$ cat src/rtl/cpu_pkg.sv
// Shared CPU constants and the fetch-state encoding, common to the fetch unit and the decoder.
package cpu_pkg;
  localparam int unsigned ADDR_W      = 8;
  localparam int unsigned INSTR_W     = 8;
  localparam logic [7:0]  HALT_OPCODE = 8'hFF;

  typedef enum logic [0:0] {
    FETCH_RUN  = 1'b0,
    FETCH_HALT = 1'b1
  } fetch_state_e;
endpackage

$ cat src/rtl/pc_reg.sv
// Program counter register: async reset to RESET_PC, then load > increment > hold.
module pc_reg #(
  parameter int unsigned ADDR_W   = 8,
  parameter logic [ADDR_W-1:0] RESET_PC = '0
) (
  input  logic              clk,
  input  logic              rst,
  input  logic              load,
  input  logic [ADDR_W-1:0] load_val,
  input  logic              inc,
  output logic [ADDR_W-1:0] pc
);
  logic [ADDR_W-1:0] pc_d;
  logic [ADDR_W-1:0] pc_q;

  always_comb begin
    pc_d = pc_q;
    if (load) begin
      pc_d = load_val;
    end else if (inc) begin
      // Natural ADDR_W-bit wrap; carry out is dropped.
      pc_d = pc_q + ADDR_W'(1);
    end
  end

  always_ff @(posedge clk or posedge rst) begin
    if (rst) begin
      pc_q <= RESET_PC;
    end else begin
      pc_q <= pc_d;
    end
  end

  assign pc = pc_q;
endmodule

$ cat src/rtl/fetch_unit.sv
// Instruction fetch stage: drives the PC into a combinational imem, captures the byte into the IR
// and hands it to the decoder with valid/ready; redirects flush the IR, HALT_OPCODE stops fetching.
module fetch_unit #(
  parameter int unsigned ADDR_W  = cpu_pkg::ADDR_W,
  parameter int unsigned INSTR_W = cpu_pkg::INSTR_W,
  parameter logic [ADDR_W-1:0]  RESET_PC    = '0,
  parameter logic [INSTR_W-1:0] HALT_OPCODE = INSTR_W'(cpu_pkg::HALT_OPCODE)
) (
  input  logic               clk,
  input  logic               rst,
  output logic [ADDR_W-1:0]  imem_addr,
  input  logic [INSTR_W-1:0] imem_instr,
  output logic [INSTR_W-1:0] ir_instr,
  output logic [ADDR_W-1:0]  ir_pc,
  output logic               ir_valid,
  input  logic               ir_ready,
  input  logic               redirect,
  input  logic [ADDR_W-1:0]  redirect_target,
  output logic               halted
);
  import cpu_pkg::*;

  fetch_state_e       state_d, state_q;
  logic [INSTR_W-1:0] ir_instr_d, ir_instr_q;
  logic [ADDR_W-1:0]  ir_pc_d, ir_pc_q;
  logic               ir_valid_d, ir_valid_q;
  logic [ADDR_W-1:0]  pc;
  logic               pc_load;
  logic               pc_inc;
  logic               slot_free;
  logic               accept;

  pc_reg #(
    .ADDR_W   (ADDR_W),
    .RESET_PC (RESET_PC)
  ) u_pc_reg (
    .clk      (clk),
    .rst      (rst),
    .load     (pc_load),
    .load_val (redirect_target),
    .inc      (pc_inc),
    .pc       (pc)
  );

  assign slot_free = !ir_valid_q || ir_ready;
  assign accept    = ir_valid_q && ir_ready;

  always_comb begin
    state_d    = state_q;
    ir_instr_d = ir_instr_q;
    ir_pc_d    = ir_pc_q;
    ir_valid_d = ir_valid_q;
    pc_load    = 1'b0;
    pc_inc     = 1'b0;
    case (state_q)
      FETCH_RUN: begin
        if (redirect) begin
          // Flush without fetching: the wrong-path slot becomes a single bubble.
          pc_load    = 1'b1;
          ir_valid_d = 1'b0;
        end else if (slot_free) begin
          ir_instr_d = imem_instr;
          ir_pc_d    = pc;
          ir_valid_d = 1'b1;
          if (imem_instr == HALT_OPCODE) begin
            state_d = FETCH_HALT;
          end else begin
            pc_inc = 1'b1;
          end
        end
      end
      FETCH_HALT: begin
        if (accept) begin
          ir_valid_d = 1'b0;
        end
      end
      default: state_d = FETCH_RUN;
    endcase
  end

  always_ff @(posedge clk or posedge rst) begin
    if (rst) begin
      state_q    <= FETCH_RUN;
      ir_instr_q <= '0;
      ir_pc_q    <= '0;
      ir_valid_q <= 1'b0;
    end else begin
      state_q    <= state_d;
      ir_instr_q <= ir_instr_d;
      ir_pc_q    <= ir_pc_d;
      ir_valid_q <= ir_valid_d;
    end
  end

  assign imem_addr = pc;
  assign ir_instr  = ir_instr_q;
  assign ir_pc     = ir_pc_q;
  assign ir_valid  = ir_valid_q;
  assign halted    = (state_q == FETCH_HALT);
endmodule

$ cat config.mk
export PLATFORM = sky130hd
export DESIGN_NAME = fetch_unit
export DESIGN_NICKNAME = d
export VERILOG_FILES = /design/src/rtl/cpu_pkg.sv /design/src/rtl/pc_reg.sv /design/src/rtl/fetch_unit.sv
export SDC_FILE = /design/constraint.sdc
export NUM_CORES = 1
export LEC_CHECK = 0
export ABC_AREA = 1
export BUFFER_PORTS_ARGS = -buffer_cell sky130_fd_sc_hd__buf_4
export CAP_MARGIN = 20
export CORE_MARGIN = 4
export CORE_UTILIZATION = 35
export DETAILED_ROUTE_END_ITERATION = 8
export PLACE_DENSITY = 0.7
export RECOVER_POWER = 25
export SETUP_SLACK_MARGIN = 0.5
export SYNTH_ARGS = -nofsm -noshare
export SYNTH_HDL_FRONTEND = slang
export SYNTH_SLANG_ARGS = --single-unit
$ cat constraint.sdc
create_clock -name clk -period 2.4 [get_ports clk]
set_input_delay 0.48 -clock clk [delete_from_list [all_inputs] [get_ports clk]]
set_output_delay 0.48 -clock clk [all_outputs]
set_load 0.01 [all_outputs]
[Word-level counts from Yosys, hierarchy flattened]
Index checks and enable logic that the tools add are counted.
Word-level totals
  bits in registers: 26
  input port bits: 20
  output and inout port bits: 26
  word-level logic and storage cells: 33
Operators by class
  add/subtract/negate cells: 1
  equal/unequal tests: 3
  muxes and demuxes: 16
  bitwise operators: 2
  reduce and logical (&&, ||, !) cells: 6
Operators with widths (number)
  2-to-1 mux 8 bit: 2
  2-to-1 mux 1 bit: 13
  adder 8 x 1 -> 8 bit (second input constant): 1
  == test 8 bit (second input constant): 1
  != test 3 bit (second input constant): 1
  AND reduction 3 bit: 1
  != test 2 x 1 -> 1 bit (second input constant): 1
  NOT 1 bit: 2
  case mux 1 bit (2 select lines): 1
  AND reduction 2 bit: 1
  nonzero test 2 bit: 1
  logical AND 1 bit: 1
  zero test 1 bit: 1
  logical OR 1 bit: 1

[Logic depth before layout (Yosys ltp)]
  depth after elaboration: 7
  gate-level depth with buffers: 9
  gate-level depth less buffers: 8

[Cells and area by module]
A second synthesis with hierarchy kept.
Unflattened totals
  cell total of the unflattened synthesis: 152
  area total of the unflattened synthesis: 1262.5 um2
By module, submodules not included
  fetch_unit: instances 1, cells an instance 88, area an instance 772.0 um2, seq. area each 450.4 um2
  pc_reg: instances 1, cells an instance 64, area an instance 490.5 um2, seq. area each 200.2 um2

[Worst setup path after synthesis]
Ideal clock, no wire load.
  kind: reg2reg
  start point: register u_pc_reg.pc_q[0], in the netlist u_pc_reg.pc[0]
  end point: register u_pc_reg.pc_q[2], in the netlist u_pc_reg.pc[2]
  setup time: 0.116 ns
  arrival time: 1.167 ns
  required time: 2.284 ns
  path slack: 1.117 ns
  cell stages (with the launch flop): 7
  path buffers: 0
  clock period less this slack: 1.283 ns
  path through: dfrtp_1 ha_1 or2_2 nand3_1 nand2_1 nand2_1 nand2_1
On the way
  longest elaborated chain between the ends: 3
RTL lines
  start, declared: line pc_reg.sv:14  | logic [ADDR_W-1:0] pc_q;
  start signal, assigned: line pc_reg.sv:30  | pc_q <= pc_d;
  adder 8 x 1 -> 8 bit: line pc_reg.sv:22  | pc_d = pc_q + ADDR_W'(1);
  2-to-1 mux 8 bit: line pc_reg.sv:20  | end else if (inc) begin
  2-to-1 mux 8 bit: line pc_reg.sv:18  | if (load) begin
Every way passes these cells. The select of a mux whose other input is x is not followed.
A chain may end at the register's enable or synchronous reset.

==> summary.txt <==
Cells and area
  – Area Growth Syn to Fin: 31.0%
  – Util after Layout: between 40% and 50%
  – Design area: about 1700 um^2
  – Fillers: 379
  – Register area: ~650 um^2
  – Layout cell share with drive strength beyond 1: 27.8%
  – N_diodes: 0
  – Nets: approximately 230
  – Final non-filler cell total: 258
  – Multi-input logic area: approximately 550 um^2

Routing
  – Routed WL: 2940 um
  – DRC violation count after routing: 0
  – Final ANT Viol Nets: 0
  – Initial drt markers: 55
  – TritonRoute pass-1 iters: 4
  – WL/cell: 11.4 um
  – Via-to-Cell Ratio: ~4.5
  – DR vias: 1163

Clocking
  – Clock transition at path regs: 0.09 ns
  – Clock Sinks: 26
  – H-tree levels: 1
  – CTS Buffer Depth: 2
  – Root buf cell: clkbuf_8
  – Setup bufs post-CTS: 0
  – CTS Buf Count: 3
  – Post-cts gate resize count: 0
  – Hold Buf Count CTS: 0
  – CTS tree: built
  – Clk Latency, worst-skew pair: 0.27 ns

Worst hold path
  – Worst Hold End: ir_instr[5]
  – Worst hold stages: 3
  – Hold_sp: imem_instr[5]
  – Worst Hold Class: in2reg

STA
  – F_max: a little under 700 MHz
  – RSZ-0062 raised after global routing: false
  – Clk_skew: 0.00342 ns
  – Final hold violation count: 0
  – Final setup margin: 0.939 ns
  – Final setup violation count: 0
  – Headroom to the max-slew limit: 8.93%
  – Actual slew at the worst max-slew pin: 1.37 ns
  – TNS Setup: 0 ns
  – Hold Slack: roughly 0.42 ns
  – Final max-slew violation count: 0
  – Minimum clock period after layout: 1.46 ns
  – Fin crit share: roughly three fifths

Global route
  – Vias in the first global route: 1116
  – Global Route Usage Sum: 12.2%
  – Largest net degree at the start of global routing: 27
  – Global route overflow: 0
  – Global-route wire length before repair: 4930 um
  – Initial antenna violation count: 0

Critical path
  – Worst R2R Setup Slack: approximately 1.1 ns
  – Reg2Reg Depth: 8
  – Critical Path Sink Type: asynchronous set/reset pin
  – Crit path kind: in2async
  – Worst EP required: 2.56 ns
  – Crit path DAT: 1.62 ns
  – Crit path launch type: input port
  – CP Max Fanout: 26
  – RR Endpoint: u_pc_reg.pc[6]
  – RR Startpoint: u_pc_reg.pc[1]

Synth
  – Mapped Area: about 1300 um^2
  – Post-synthesis sequential area ratio: approximately half
  – Synthesis-stage register bit count: 26
  – Async SR Flop Fraction: 100%
  – Post-synth top area cell: dfrtp_1
  – Synth Warn #: 0
  – Cells after Synth: 166
  – Synth top area cells: dfrtp_1 (50%), nand2_1 (20%), nand3_1 (6.1%), o21ai_1 (4.2%), inv_1 (3.7%)
  – Unique masters post-synth: 21
  – EDFF count, synth: 0
  – Synth Flop Type: dfrtp_1
  – Top cell type's share of synthesized area: between 40 and 50%
  – Syn_area_per_cell: 7.91 um^2
  – Syn Nets: 187

Placement
  – Pre-CTS WS: 0.997 ns
  – DPL Wire Length: about 2200 um
  – Placed instance count: 254
  – Input/output buffers: 45
  – Post-DP Area: 1670 um^2
  – Final GP Congestion: 0.775

Run
  – Max cap viols: 0

Status
  – Outcome: finished, final reports clean

Power and ir drop
  – VDD IR max: ~200 uV
  – Leak: 0.953 nW
  – PD cells: 482 nW/um^2
  – Pwr Total: between 0.8 and 0.9 mW

Floorplanning
  – Initial Util: 37.9%
  – Core box area: 3470 um^2
  – I/O pin cnt: 46
  – DIE WIDTH: 69.3 um
  – Rows: 21
  – Die area: approximately 4800 um^2
  – Die height: ~69 um
-- cell families (layout without fill, tap and decap cells) --
| logic type | after synthesis | after routing | synth area share (%) |
|---|---|---|---|
| AND/OR/NAND/NOR | 102 | 102 | 34.6 |
| flip-flops | 26 | 26 | 49.5 |
| buffers and inverters | 20 | 66 | 8.38 |
| AO/OA/AOI/OAI | 17 | 17 | 6.57 |
| adder cells (fa/ha/maj) | 1 | 1 | 0.952 |
-- report_power, final --
group | switching (mW) | internal, mW
clock | 0.137 | 0.147
sequential | 0.00946 | 0.451
combinational | 0.0388 | 0.0459
-- layout by cell type (no fill, tap or decap), drive strengths merged --
cell    instances
nand2          76
buf            44
dfrtp          26
nand3          16
inv            16
o21ai          15
nor2            6
clkbuf          6
nor3            2
nand4           1
a21oi           1
or2             1
a31oi           1
ha              1
-- area by class of cell --
class / count / share of cell area [%]
sequential: 26 / 37.8
multi-input combinational: 120 / 32.1
timing repair buffer: 46 / 19.9
inverter: 16 / 3.64
tap: 46 / 3.35
clock buffer: 4 / 3.20
-- critical path: stages --
cell and delay [ns]:
clkbuf_4 0.11, inv_1 0.04, clkbuf_1 0.98
-- Yosys cell counts, types with 2 or more instances --
| library cell | number |
|---|---|
| buf_6 | 2 |
| dfrtp_1 | 26 |
| inv_1 | 13 |
| inv_2 | 2 |
| nand2_1 | 71 |
| nand2_2 | 2 |
| nand2_4 | 3 |
| nand3_1 | 16 |
| nor2_1 | 5 |
| nor3_1 | 2 |
| o21ai_0 | 4 |
| o21ai_1 | 11 |
-- metal layers --
metal	vias up	wire, um	GRT usage [%]
li1	616	-	-
met1	516	1390	15.7
met2	27	1370	20.3
met3	4	142	2.46
met4	0	29	4.12
met5	-	0	0
-- worst max path at each step --
stage	from	endpoint	slack [ns]
final	rst	ir_instr[2]	0.94
after global routing	rst	ir_pc[0]	0.59
after CTS	halted	halted	0.95
after detailed placement	imem_instr[6]	u_pc_reg.pc[5]	1.0
after global placement	imem_instr[6]	u_pc_reg.pc[7]	1.0
after floorplan	u_pc_reg.pc[0]	u_pc_reg.pc[2]	1.12
Power figures use the tool's default switching activity.
